**config.mk**
```make
export PLATFORM = sky130hd
export DESIGN_NAME = mem_arbiter
export DESIGN_NICKNAME = d
export VERILOG_FILES = /design/src/rtl/mem_arbiter.sv
export SDC_FILE = /design/constraint.sdc
export NUM_CORES = 1
export LEC_CHECK = 0
export ABC_AREA = 1
export CORE_AREA = 2 2 105 107
export CTS_BUF_LIST = sky130_fd_sc_hd__clkbuf_8
export DETAILED_ROUTE_END_ITERATION = 10
export DIE_AREA = 0 0 107 109
export HOLD_SLACK_MARGIN = 0.12
export PLACE_DENSITY = 0.62
export SYNTH_ARGS = -nofsm -noshare
export SYNTH_HDL_FRONTEND = slang
export SYNTH_SLANG_ARGS = --single-unit
```
**constraint.sdc**
```tcl
create_clock -name i_clk -period 2.4 [get_ports i_clk]
set_input_delay 0.48 -clock i_clk [delete_from_list [all_inputs] [get_ports i_clk]]
set_output_delay 0.48 -clock i_clk [all_outputs]
set_load 0.02 [all_outputs]
```
**src/rtl/mem_arbiter.sv**
```systemverilog
// Shares one word-granular memory port between the icache and the dcache.
// A grant is held for the whole burst and handed off round-robin on ties.
module mem_arbiter #(
    parameter int MAX_OUT = 4,
    parameter int CNT_W   = 3
) (
    input  logic        i_clk,
    input  logic        i_rst_n,
    input  logic        i_mem_ready,
    output logic [31:0] o_mem_addr,
    output logic        o_mem_ren,
    output logic        o_mem_wen,
    output logic [31:0] o_mem_wdata,
    input  logic [31:0] i_mem_rdata,
    input  logic        i_mem_valid,
    input  logic [31:0] i_imem_addr,
    input  logic        i_imem_ren,
    output logic        o_imem_ready,
    output logic [31:0] o_imem_rdata,
    output logic        o_imem_valid,
    input  logic [31:0] i_dmem_addr,
    input  logic        i_dmem_ren,
    input  logic        i_dmem_wen,
    input  logic [31:0] i_dmem_wdata,
    output logic        o_dmem_ready,
    output logic [31:0] o_dmem_rdata,
    output logic        o_dmem_valid,
    output logic [1:0]  o_grant
);

    // state   | meaning
    // IDLE    | no owner, downstream port driven to 0
    // GRANT_I | icache owns the memory port
    // GRANT_D | dcache owns the memory port
    typedef enum logic [1:0] {
        IDLE    = 2'b00,
        GRANT_I = 2'b01,
        GRANT_D = 2'b10
    } state_t;

    localparam logic [CNT_W-1:0] CNT_MAX = CNT_W'(MAX_OUT);

    state_t           state_q, state_d;
    logic [CNT_W-1:0] cnt_q, cnt_d;
    logic             last_d_q, last_d_d;

    logic own_i, own_d;
    logic req_i, req_d;
    logic own_req;
    logic cnt_zero, cnt_full;
    logic own_ready;
    logic acc_rd;
    logic rsp;
    logic rel;

    always_comb begin
        own_i     = (state_q == GRANT_I);
        own_d     = (state_q == GRANT_D);
        req_i     = i_imem_ren;
        req_d     = i_dmem_ren | i_dmem_wen;
        own_req   = (own_i & req_i) | (own_d & req_d);
        cnt_zero  = (cnt_q == '0);
        cnt_full  = (cnt_q == CNT_MAX);
        own_ready = i_mem_ready && (cnt_q < CNT_MAX);
        acc_rd    = own_ready && ((own_i && i_imem_ren) || (own_d && i_dmem_ren));
        // a response with nothing outstanding is a stray and is dropped
        rsp       = i_mem_valid && !cnt_zero;
        rel       = !own_req && cnt_zero && !i_mem_valid;
    end

    always_comb begin
        state_d  = state_q;
        last_d_d = last_d_q;
        if (state_q == IDLE || rel) begin
            if (req_i && req_d) begin
                state_d  = last_d_q ? GRANT_I : GRANT_D;
                last_d_d = ~last_d_q;
            end else if (req_i) begin
                state_d  = GRANT_I;
                last_d_d = 1'b0;
            end else if (req_d) begin
                state_d  = GRANT_D;
                last_d_d = 1'b1;
            end else begin
                state_d  = IDLE;
            end
        end
    end

    always_comb begin
        cnt_d = cnt_q;
        if (acc_rd && !rsp) begin
            cnt_d = cnt_q + CNT_W'(1);
        end else if (!acc_rd && rsp) begin
            cnt_d = cnt_q - CNT_W'(1);
        end
    end

    always_ff @(posedge i_clk or negedge i_rst_n) begin
        if (!i_rst_n) begin
            state_q  <= IDLE;
            cnt_q    <= '0;
            last_d_q <= 1'b0;
        end else begin
            state_q  <= state_d;
            cnt_q    <= cnt_d;
            last_d_q <= last_d_d;
        end
    end

    always_comb begin
        o_mem_addr   = '0;
        o_mem_ren    = 1'b0;
        o_mem_wen    = 1'b0;
        o_mem_wdata  = '0;
        o_imem_ready = 1'b0;
        o_imem_rdata = '0;
        o_imem_valid = 1'b0;
        o_dmem_ready = 1'b0;
        o_dmem_rdata = '0;
        o_dmem_valid = 1'b0;
        o_grant      = state_q;
        if (own_i) begin
            o_mem_addr   = i_imem_addr;
            o_mem_ren    = i_imem_ren && !cnt_full;
            o_imem_ready = own_ready;
            o_imem_rdata = i_mem_rdata;
            o_imem_valid = rsp;
        end else if (own_d) begin
            o_mem_addr   = i_dmem_addr;
            o_mem_ren    = i_dmem_ren && !cnt_full;
            o_mem_wen    = i_dmem_wen && !cnt_full;
            o_mem_wdata  = i_dmem_wdata;
            o_dmem_ready = own_ready;
            o_dmem_rdata = i_mem_rdata;
            o_dmem_valid = rsp;
        end
    end

endmodule

```
==> impl_summary.md <==
Status
The flow ran to the end, and the final reports show no timing, DRC or antenna violations.

Finish
The fraction of layout instances using a drive strength above 1 is 3.54%. The number of antenna cells inserted is 0. Summing all non-filler instances in the final layout gives an area of 4540 sq um. Compared with the post-synthesis result, the final layout area differs by 184%. After filler insertion, the fill cell instance count of the layout stands at 1163. Once layout is complete, the utilization of the core stands at 42.8%.

In the final design database the tool counted 733 nets. In the final layout, the multi-input gates occupy 1040 sq um. The area occupied by registers is 150 sq um.

GRT
The global routing usage summed across all routing layers is 13.3%. The number of global-route vias before repair is 2774. The number of antenna violations at the first check in global routing is 0. Entering global routing, the biggest net connects 36 pins. The first global-routing pass estimated 12800 um of wire. Global routing finished with a remaining overflow of 0.

Worst setup path
Traced cell by cell, the critical path runs through inv_4 -> buf_6 -> nand3_1 -> nand2_1 -> clkdlybuf4s50_1. STA classifies the critical path endpoint as a primary output. The biggest fanout along the worst timing path is 23.

The launching element type of the critical path is a flip-flop. In this design, the stage delay of the slowest critical-path cell is 0.61 ns. The critical path arrival is 1.83 ns. For the worst setup path, the data required time is 1.92 ns. The worst setup path category is reg -> out. The slowest stage cell on the critical path is clkdlybuf4s50_1.

Floorplan
The die is 107 um wide. The row count is 38. The floorplan core area is 10600 sq um. From bottom edge to top edge, the die measures 109 um. For this configuration, the core starts out at a cell density of 15.1%.

The floorplan step defined a die boundary enclosing 11700 sq um. The top-level port count is 271.

Route
The aggregate routed wire length is 8960 um. In the final routed layout, each cell accounts on average for 12.2 um. The detail route stage leaves a number of antenna-violating nets equal to 0. For this block, the initial DRC count from the detailed router was 141.

Across all layers, the routed design uses 3014 vias. In the routed layout, each cell is associated on average with a via count of 4.11. The number of search-and-repair iterations in the first detailed-routing pass is 4. The total DRC errors in the routed layout is 0.

Timing
The worst-case hold slack is 0.511 ns. Setup violations remaining at the end of the flow were counted as 0. The number of hold-slack violations in the final timing report was 0. In the finished design, the share of the clock period the worst path needs comes to 96.1%. The transition time at the pin with the least slew margin is 0.382 ns.

The number of pins exceeding their max-slew limit in the final report came to 0. The final setup skew is 0.00401 ns. Setup repair after global routing left no endpoint under its margin. The highest achievable clock rate is 0.434 GHz. The final period demand of the worst path is 2.31 ns. The accumulated negative setup slack is 0 ns. In this run the tightest slew margin relative to its limit is 74.6%.

Logic synthesis
In the post-synthesis netlist, the biggest area contributors are nor2_1 24%, nand3_1 20%, inv_1 17%. In the synthesized netlist the dominant register cell turns out to be dfrtp_1. After synthesis, the netlist uses 26 different library cells. The biggest area contributor in the post-synthesis netlist is nor2_1. The proportion of register bits with asynchronous set or reset after synthesis is 100%. After synthesis the netlist holds a flip-flop and latch count of 6.

Dividing the synthesized area by the synthesized cell count gives 4.75 sq um. By instance count, the leading cell after synthesis is nor2_1. The share of synthesized area occupied by flip-flops and latches is 9.40%. Sorting the synthesized cells by how often they occur yields 103 x nor2_1, 71 x inv_1, 65 x nand3_1. Of the post-synthesis cell area, the dominant cell type holds 24.2%.

The cell count after synthesis came out at 336. The synthesized netlist occupies a cell area of 1600 sq um. In this run, synthesis inferred 0 flip-flops with an integrated enable.

Counting every net in the synthesized netlist gives 473. The yosys synthesis warning count is 0.

Clocking
Counting along the longest clock path gives a buffer depth of 2. TritonCTS built the clock tree. Clock-pin slew was measured on the worst setup and hold paths at 0.04 ns. The CTS root buffer is clkbuf_8. In this run the number of H-tree levels came out at 1. Clock latency on the worst-skew pair, taken at its later pin, is 0.22 ns.

The total number of clock tree sinks is 6. The number of buffers added to fix hold violations after cts is 0. In this run, CTS created clock tree buffers numbering 3.

Placed design
The placement-stage cell area is 4440 sq um. Routability-driven placement finished with a final weighted congestion of 0.758. After legalization and detailed placement, the total HPWL measured 7160 um. The number of buffers inserted by port buffering is 270.

Job
The max capacitance violation total is 0.

Pwr
For this design the total switching power over the nets is 2250 uW. The worst vdd rail ir drop is 379 uV. The share of power burned in registers is 5.3%.

The part of the power in the clock network is 3.6%. In this run, the combinational gates consume 91.1% of the power. In this run switching power makes up 55.5% of total power.

The leakage power figure is 0.00311 uW. Power spread over the standard cell area amounts to 893 nW/um^2. The sum of internal, switching and leakage power is 4050 uW.

The internal cell power is 1800 uW.

Worst hold path
The tightest min-delay check is of the in -> async type.
## power by group through the flow
stage | Clock (uW) | Sequential (uW) | Combinational, uW
after floorplan | 0 | 211 | 2080
after global placement | 0 | 208 | 3920
after detailed placement | 0 | 215 | 3940
after CTS | 152 | 213 | 3770
after global routing | 159 | 221 | 3980
final | 148 | 213 | 3690
## routing by layer
layer | up-vias | routed length (um) | global-route usage, %
li1 | 1505 | - | -
met1 | 1330 | 3130 | 13.5
met2 | 173 | 4710 | 26.3
met3 | 6 | 1050 | 5.14
met4 | 0 | 62 | 1.95
met5 | - | 0 | 0
## through the flow
step	instances	setup WS, ns
floorplan	336	0.396
global placement	731	-0.120
detailed placement	731	-0.113
CTS	734	-0.00246
global route	734	0.00813
finish	734	0.0946
## logic make-up after synthesis
group	Yosys count	share of synthesized area [%]
and+or+nand+nor	222	59.2
buffers and inverters	97	25.5
AOI/OAI and AO/OA	6	2.04
DFF	6	9.40
xor gates and xnor gates	2	1.10
adders and majority gates	2	2.04
muxes	1	0.705
## path summary, 6_finish.rpt
check                           cells after the start                endpoint                    from  slack [ns]
worst max-delay path                                5           o_mem_addr[7]  o_grant[0]$_DFFE_PN0P_        0.09
worst min-delay path                                1  o_grant[1]$_DFFE_PN0P_                 i_rst_n        0.51
worst min register to register                      2    last_d_q$_DFFE_PN0P_    last_d_q$_DFFE_PN0P_        0.52
max in group asynchronous                           1    cnt_q[0]$_DFFE_PN0P_                 i_rst_n        1.66
worst max register to register                     11    cnt_q[2]$_DFFE_PN0P_  o_grant[0]$_DFFE_PN0P_        0.28
min in group i_clk                                  2    last_d_q$_DFFE_PN0P_    last_d_q$_DFFE_PN0P_        0.52
## what timing repair did
action                     in CTS  in global routing
resized for setup              64                 51
buffers inserted                0                  0
setup endpoints to repair      64                 56
## critical path: cells and delay by family, from the launching register on
kind	cells	cell delay [ns]
buffers and inverters	3	1.00
flip-flops	1	0.42
AND/OR/NAND/NOR	2	0.17
## registers in the layout (all words and copies together), names as in the netlist
| name | cells |
|---|---|
| last_d_q | 1 |
| o_grant | 2 |
| cnt_q | 3 |
## area by class of cell
class / count / area share, %
clock buffers: 3 / 0.910
flip-flops and latches: 6 / 3.31
multi-input cells: 233 / 22.9
inverters: 73 / 6.15
well taps: 140 / 3.86
repair buffers: 279 / 62.8
## placed cells by master (no fill, tap or decap), drive strengths merged
cell type / Yosys / routed
a21oi: 2 / 2
buf: 18 / 9
clkbuf: 6 / 3
clkdlybuf4s50: 0 / 158
dfrtp: 6 / 6
dlygate4sd2: 0 / 63
dlymetal6s2s: 0 / 49
fa: 1 / 1
ha: 1 / 1
inv: 73 / 73
mux2: 1 / 1
nand2: 48 / 48
nand3: 66 / 66
nor2: 105 / 105
nor3: 1 / 1
nor3b: 1 / 1
o21a: 1 / 1
o21ai: 3 / 3
or2: 1 / 1
xnor2: 1 / 1
xor2: 1 / 1
Power figures use the tool's default switching activity.
